--- src/rtl/generateproof_hls_deadlock_report_ctrl.sv ---
`default_nettype none
// ============================================================================
// Module   : generateproof_hls_deadlock_report_ctrl
// Purpose  : Central deadlock-report controller for the GenerateProof dataflow
//            region. Debounces a candidate deadlock from the per-process detect
//            units, launches the report token from one originating process,
//            records the processes the token visits and latches a sticky
//            report for host/debug readout.
// Ports    :
//   clock            - rising-edge clock
//   reset            - asynchronous, active-low reset
//   dl_detect_vec    - per-process dl_detect_out
//   token_return_vec - per-process OR of token_in_vec
//   report_ack       - single-cycle pulse that clears the report
//   origin_vec       - one-hot origin strobe to the detect units (Moore)
//   token_clear      - broadcast token clear (Mealy on token_return_vec)
//   dl_detect_all    - broadcast dl_detect_in while a report is in progress
//   deadlock_valid   - sticky report-valid flag
//   deadlock_proc    - index of the originating process
//   deadlock_path    - bitmap of processes the token visited
//   deadlock_ts      - timestamp taken in the last confirmation cycle
//   trace_timeout    - trace ended by timeout rather than token return
// Revision : 1.0 - initial release
// ============================================================================
module generateproof_hls_deadlock_report_ctrl #(
  parameter int PROC_NUM       = 4,
  parameter int PROC_ID_W      = 2,
  parameter int CONFIRM_CYCLES = 4,
  parameter int TRACE_TIMEOUT  = 64,
  parameter int TS_W           = 32
) (
  input  logic                 clock,
  input  logic                 reset,
  input  logic [PROC_NUM-1:0]  dl_detect_vec,
  input  logic [PROC_NUM-1:0]  token_return_vec,
  input  logic                 report_ack,
  output logic [PROC_NUM-1:0]  origin_vec,
  output logic                 token_clear,
  output logic                 dl_detect_all,
  output logic                 deadlock_valid,
  output logic [PROC_ID_W-1:0] deadlock_proc,
  output logic [PROC_NUM-1:0]  deadlock_path,
  output logic [TS_W-1:0]      deadlock_ts,
  output logic                 trace_timeout
);

  localparam int TMR_W = $clog2(TRACE_TIMEOUT);

  localparam logic [2:0] ST_IDLE    = 3'd0;
  localparam logic [2:0] ST_CONFIRM = 3'd1;
  localparam logic [2:0] ST_ORIGIN  = 3'd2;
  localparam logic [2:0] ST_TRACE   = 3'd3;
  localparam logic [2:0] ST_REPORT  = 3'd4;

  logic [2:0]           state_q, state_d;
  logic [TS_W-1:0]      ts_q;
  logic [PROC_ID_W-1:0] cand_q, cand_d;
  logic [7:0]           cnt_q, cnt_d;
  logic [TMR_W-1:0]     tmr_q, tmr_d;
  logic [PROC_NUM-1:0]  path_q, path_d;
  logic [PROC_ID_W-1:0] proc_q, proc_d;
  logic [TS_W-1:0]      dts_q, dts_d;
  logic                 to_q, to_d;

  logic [PROC_ID_W-1:0] w_low_idx;
  logic [PROC_NUM-1:0]  w_cand_onehot;
  logic [7:0]           w_cnt_inc;
  logic                 w_token_clear;

  // Lowest set detect bit wins: scanning downwards leaves the lowest index.
  always_comb begin
    w_low_idx = '0;
    for (int i = PROC_NUM - 1; i >= 0; i--) begin
      if (dl_detect_vec[i]) begin
        w_low_idx = i[PROC_ID_W-1:0];
      end
    end
  end

  assign w_cand_onehot = {{(PROC_NUM-1){1'b0}}, 1'b1} << cand_q;
  assign w_cnt_inc     = cnt_q + 8'd1;

  always_comb begin
    state_d       = state_q;
    cand_d        = cand_q;
    cnt_d         = cnt_q;
    tmr_d         = tmr_q;
    path_d        = path_q;
    proc_d        = proc_q;
    dts_d         = dts_q;
    to_d          = to_q;
    w_token_clear = 1'b0;
    case (state_q)
      ST_IDLE: begin
        if (|dl_detect_vec) begin
          cand_d  = w_low_idx;
          cnt_d   = 8'd1;
          state_d = ST_CONFIRM;
        end
      end
      ST_CONFIRM: begin
        // Only the chosen candidate is watched; it must hold without a gap.
        if (!dl_detect_vec[cand_q]) begin
          state_d = ST_IDLE;
        end else begin
          cnt_d = w_cnt_inc;
          if (w_cnt_inc == 8'(CONFIRM_CYCLES)) begin
            dts_d   = ts_q;
            state_d = ST_ORIGIN;
          end
        end
      end
      ST_ORIGIN: begin
        path_d  = w_cand_onehot;
        proc_d  = cand_q;
        tmr_d   = '0;
        state_d = ST_TRACE;
      end
      ST_TRACE: begin
        path_d = path_q | token_return_vec;
        tmr_d  = tmr_q + TMR_W'(1);
        // Token back at the origin beats a timeout in the same cycle.
        if (token_return_vec[cand_q]) begin
          w_token_clear = 1'b1;
          to_d          = 1'b0;
          state_d       = ST_REPORT;
        end else if (tmr_q == TMR_W'(TRACE_TIMEOUT - 1)) begin
          w_token_clear = 1'b1;
          to_d          = 1'b1;
          state_d       = ST_REPORT;
        end
      end
      ST_REPORT: begin
        if (report_ack) begin
          path_d  = '0;
          proc_d  = '0;
          dts_d   = '0;
          to_d    = 1'b0;
          state_d = ST_IDLE;
        end
      end
      default: state_d = ST_IDLE;
    endcase
  end

  always_ff @(posedge clock or negedge reset) begin
    if (!reset) begin
      state_q <= ST_IDLE;
      ts_q    <= '0;
      cand_q  <= '0;
      cnt_q   <= '0;
      tmr_q   <= '0;
      path_q  <= '0;
      proc_q  <= '0;
      dts_q   <= '0;
      to_q    <= 1'b0;
    end else begin
      state_q <= state_d;
      ts_q    <= ts_q + TS_W'(1);
      cand_q  <= cand_d;
      cnt_q   <= cnt_d;
      tmr_q   <= tmr_d;
      path_q  <= path_d;
      proc_q  <= proc_d;
      dts_q   <= dts_d;
      to_q    <= to_d;
    end
  end

  assign origin_vec     = (state_q == ST_ORIGIN) ? w_cand_onehot : '0;
  assign dl_detect_all  = (state_q == ST_ORIGIN) || (state_q == ST_TRACE) ||
                          (state_q == ST_REPORT);
  assign token_clear    = w_token_clear;
  assign deadlock_valid = (state_q == ST_REPORT);
  assign deadlock_proc  = proc_q;
  assign deadlock_path  = path_q;
  assign deadlock_ts    = dts_q;
  assign trace_timeout  = to_q;

endmodule
`default_nettype wire
--- config.mk ---
export PLATFORM = sky130hd
export DESIGN_NAME = generateproof_hls_deadlock_report_ctrl
export DESIGN_NICKNAME = d
export VERILOG_FILES = /design/src/rtl/generateproof_hls_deadlock_report_ctrl.sv
export SDC_FILE = /design/constraint.sdc
export NUM_CORES = 1
export LEC_CHECK = 0
export CORE_MARGIN = 2
export CORE_UTILIZATION = 55
export CTS_BUF_LIST = sky130_fd_sc_hd__clkbuf_8
export DETAILED_ROUTE_END_ITERATION = 10
export DONT_BUFFER_PORTS = 1
export GPL_TIMING_DRIVEN = 0
export HOLD_SLACK_MARGIN = 0.03
export PLACE_DENSITY = 0.69
export SETUP_SLACK_MARGIN = 0.5
export SLEW_MARGIN = 0
export SYNTH_ARGS = -nofsm -noshare
export SYNTH_HDL_FRONTEND = slang
export SYNTH_SLANG_ARGS = --single-unit
--- constraint.sdc ---
create_clock -name clock -period 2.1 [get_ports clock]
set_input_delay 0.315 -clock clock [delete_from_list [all_inputs] [get_ports clock]]
set_output_delay 0.315 -clock clock [all_outputs]
set_load 0.005 [all_outputs]
==> results.tsv <==
stage	metric	value	unit
setup_path	CP cell instances	mux4_2 -> a31oi_4 -> nor2_2	
timing	Hold Fails Final Rpt	90	
route	Initial DRT Pass Iterations	4	
synthesis	Unique masters post-synth	40	
synthesis	synthesized flop and latch total	90	
setup_path	r2r worst-path depth	6	
floorplan	Cell Rows	31	
synthesis	Synth top area share	0.536	
timing	Slew HR	0.629	
synthesis	Post-Synth Adder-Cell Area	0.0119	
synthesis	mux cell area share after synthesis	0.0869	
synthesis	Syn Nets	433	
clocking	clock latency on the worst-skew pair	0.35	ns
clocking	TritonCTS clock tree	done	
setup_path	Worst Path Max Fanout	3	
synthesis	Ys Warns	0	
job	# Max-Cap Violations	0	
synthesis	Simple-Gate Fraction of Synth Area	0.177	
timing	Sum Neg Setup Slack	0	ns
run_status	status	finished with violations	
place	Area after DPL	0.00442	mm²
route	antenna viol nets, final	0	
layout	post-layout util	0.748	
global_route	vias in the first global route	3324	
synthesis	post-synthesis compound-gate area fraction	0.0688	
power	total power	4.71	mW
run_status	failing checks	negative hold slack	
route	Avg WL per Cell	17.1	µm
layout	Post-Layout Cell Count	582	
setup_path	Critical-path top delay cell	mux4_2	
timing	final worst path period need	1.91	ns
layout	share of cells above drive strength 1	0.296	
route	routed via count	3258	
worst_hold_path	Hold Crit Class	in -> async	
setup_path	Critical Path RT	1.78	ns
floorplan	Horiz. Die Dim	91.4	µm
synthesis	Mapped Avg Cell Area	10.1	µm²
power	Reg power frac	0.451	
global_route	grt total ovfl	0	
place	post-placement cell count	517	
setup_path	Worst R2R Setup Slack	0.19	ns
synthesis	Top FF cell, synth	dfrtp_1	
global_route	GRT Total Usage	0.241	
setup_path	critical path's largest stage delay	0.57	ns
layout	# diodes	0	
setup_path	CP arrival	1.59	ns
clocking	clock root cell	clkbuf_8	
clocking	CTS clk-pin slew, worst paths	0.09	ns
setup_path	critical path endpoint category	primary output	
power	Sw Share	0.323	
layout	fin area	0.00548	mm²
power	Int Pwr	3.19	mW
clocking	maximum clock path buffer count	2	
synthesis	Post-synth EDFFs	0	
route	DRT Wirelength	9960	µm
synthesis	Post-synth ARST share	1.00	
layout	fin nets	494	
setup_path	FF-to-FF Start	cand_q[0]$_DFFE_PN0P_	
power	static leakage	2.65	nW
timing	Hold Slack	-0.356	ns
route	DRC	0	
power	Comb power frac	0.293	
timing	final worst setup slack	0.192	ns
timing	RSZ-0062 raised after global routing	true	
layout	fillers	508	
floorplan	initial core utilization	0.573	
timing	Slew Limit Fails	0	
synthesis	cells after synthesis	418	
setup_path	delay-heaviest family, CP	multiplexers	
route	Via-to-Cell Ratio	5.60	
setup_path	Reg-to-Reg End	deadlock_ts[9]$_DFFE_PN0P_	
route	drt initial violations	190	
synthesis	Yosys top cell by area	dfrtp_1	
timing	final setup skew	0.0102	ns
clocking	clock sink total	90	
place	gp weighted congestion	0.816	
timing	Tightest Pin Transition	0.551	ns
timing	Tcrit/Tclk final	0.909	
synthesis	Seq/Total Area, Yosys	0.536	
place	dpl hpwl	5800	µm
synthesis	top cells by area, synth	dfrtp_1, mux2i_1, xnor2_1	
layout	area occupied by multi-input gates	0.00210	mm²
synthesis	main combinational cell family by area after synthesis	simple AND/OR/NAND/NOR gates	
power	net switching component of the power	1.52	mW
power	PwrDens	860	mW/mm²
power	VDD IR max	0.000423	V
floorplan	DIE AREA	0.00836	mm²
synthesis	Netlist Area Pre-Place	0.00420	mm²
floorplan	core area	0.00733	mm²
floorplan	DIE HEIGHT	91.4	µm
global_route	largest net degree at the start of global routing	91	
synthesis	cell with the most instances after synthesis	dfrtp_1	
place	Place WS	-0.0465	ns
setup_path	WP buf/inv	0	
global_route	global-route wire length before repair	16000	µm
floorplan	IO Pins	57	
place	Port Buffers	0	
power	clock share of power	0.256	
synthesis	most common library cells after synthesis	dfrtp_1, nand2_1, inv_1, mux2i_1, xnor2_1	
synthesis	Synth Area in XOR/XNOR	0.0667	
layout	area growth from synthesis to layout	30.4	%
layout	FF/Latch Area	0.00226	mm²
timing	Max Fclk	524	MHz
setup_path	crit path kind	reg -> out	
clocking	htree depth	3	
global_route	initial antenna violation count	0	
timing	Final setup viols	0	
setup_path	Worst setup SP type	flop	
setup_path	Worst setup startpoint	cand_q[0]$_DFFE_PN0P_	
clocking	Num CTS Buffers	9	
[worst max path at each step]
stage / endpoint / slack [ns] / depth (start not counted)
2_1_floorplan: deadlock_ts[26]$_DFFE_PN0P_ / 0.39 / 6
3_3_place_gp: deadlock_ts[17]$_DFFE_PN0P_ / 0.03 / 8
3_5_place_dp: deadlock_ts[18]$_DFFE_PN0P_ / -0.05 / 8
4_1_cts: token_clear / 0.18 / 3
5_1_grt: deadlock_ts[9]$_DFFE_PN0P_ / 0.12 / 7
6_report: token_clear / 0.19 / 3
[final cells by class]
cell class | count | area share
sequential | 90 | 0.412
multi-input combinational | 277 | 0.383
timing repair buffer | 50 | 0.0851
buffer | 13 | 0.0320
inverter | 38 | 0.0283
clock buffer | 11 | 0.0276
tap | 99 | 0.0226
clock inverter | 4 | 0.00936
[routing by layer]
metal  track usage  vias to the layer above  part of all wire
li1              -                     1536                 -
met1         0.310                     1616              0.42
met2         0.403                       91              0.52
met3        0.0481                       15             0.047
met4        0.0871                        0             0.016
met5             0                        -                 0
[layout by cell type (no fill, tap or decap), types with 7 or more instances in the layout]
master / instances
a21oi_1: 11
buf_4: 39
buf_6: 8
clkbuf_8: 11
dfrtp_1: 83
dfrtp_2: 7
inv_1: 36
mux2i_1: 32
nand2_1: 58
nand3_1: 14
nand4_1: 8
nor2_1: 20
o21ai_0: 15
xnor2_1: 27
[power by group through the flow]
| stage | Clock [mW] | Sequential (mW) | Combinational, mW |
|---|---|---|---|
| 6_report | 1.21 | 2.12 | 1.38 |
| 2_1_floorplan | 0 | 2.08 | 0.711 |
| 5_1_grt | 1.30 | 2.16 | 1.50 |
| 4_1_cts | 1.22 | 2.12 | 1.22 |
| 3_3_place_gp | 0 | 2.12 | 0.852 |
| 3_5_place_dp | 0 | 2.13 | 0.878 |
[state kept, by name, indices dropped and copies added, names as in the netlist]
signal         flops
deadlock_path      4
ts_q              32
tmr_q              6
deadlock_proc      2
state_q            3
deadlock_ts       32
cnt_q              8
trace_timeout      1
cand_q             2
[kinds of logic (layout without fill, tap and decap cells)]
group	Yosys count	in the layout
buffers and inverters	51	116
and+or+nand+nor	156	156
AOI/OAI and AO/OA	51	51
xor gates and xnor gates	32	32
DFF	90	90
muxes	34	34
adders and majority gates	4	4
[timing repair]
action / 4_1_cts / 5_1_grt
gates cloned: 2 / 1
endpoints found under the setup margin: 73 / 68
buffers inserted: 39 / 8
pin swaps: 29 / 22
hold endpoints to repair: 90 / 90
gates resized for setup: 82 / 30
No activity file was read; power rests on OpenSTA's default activity.
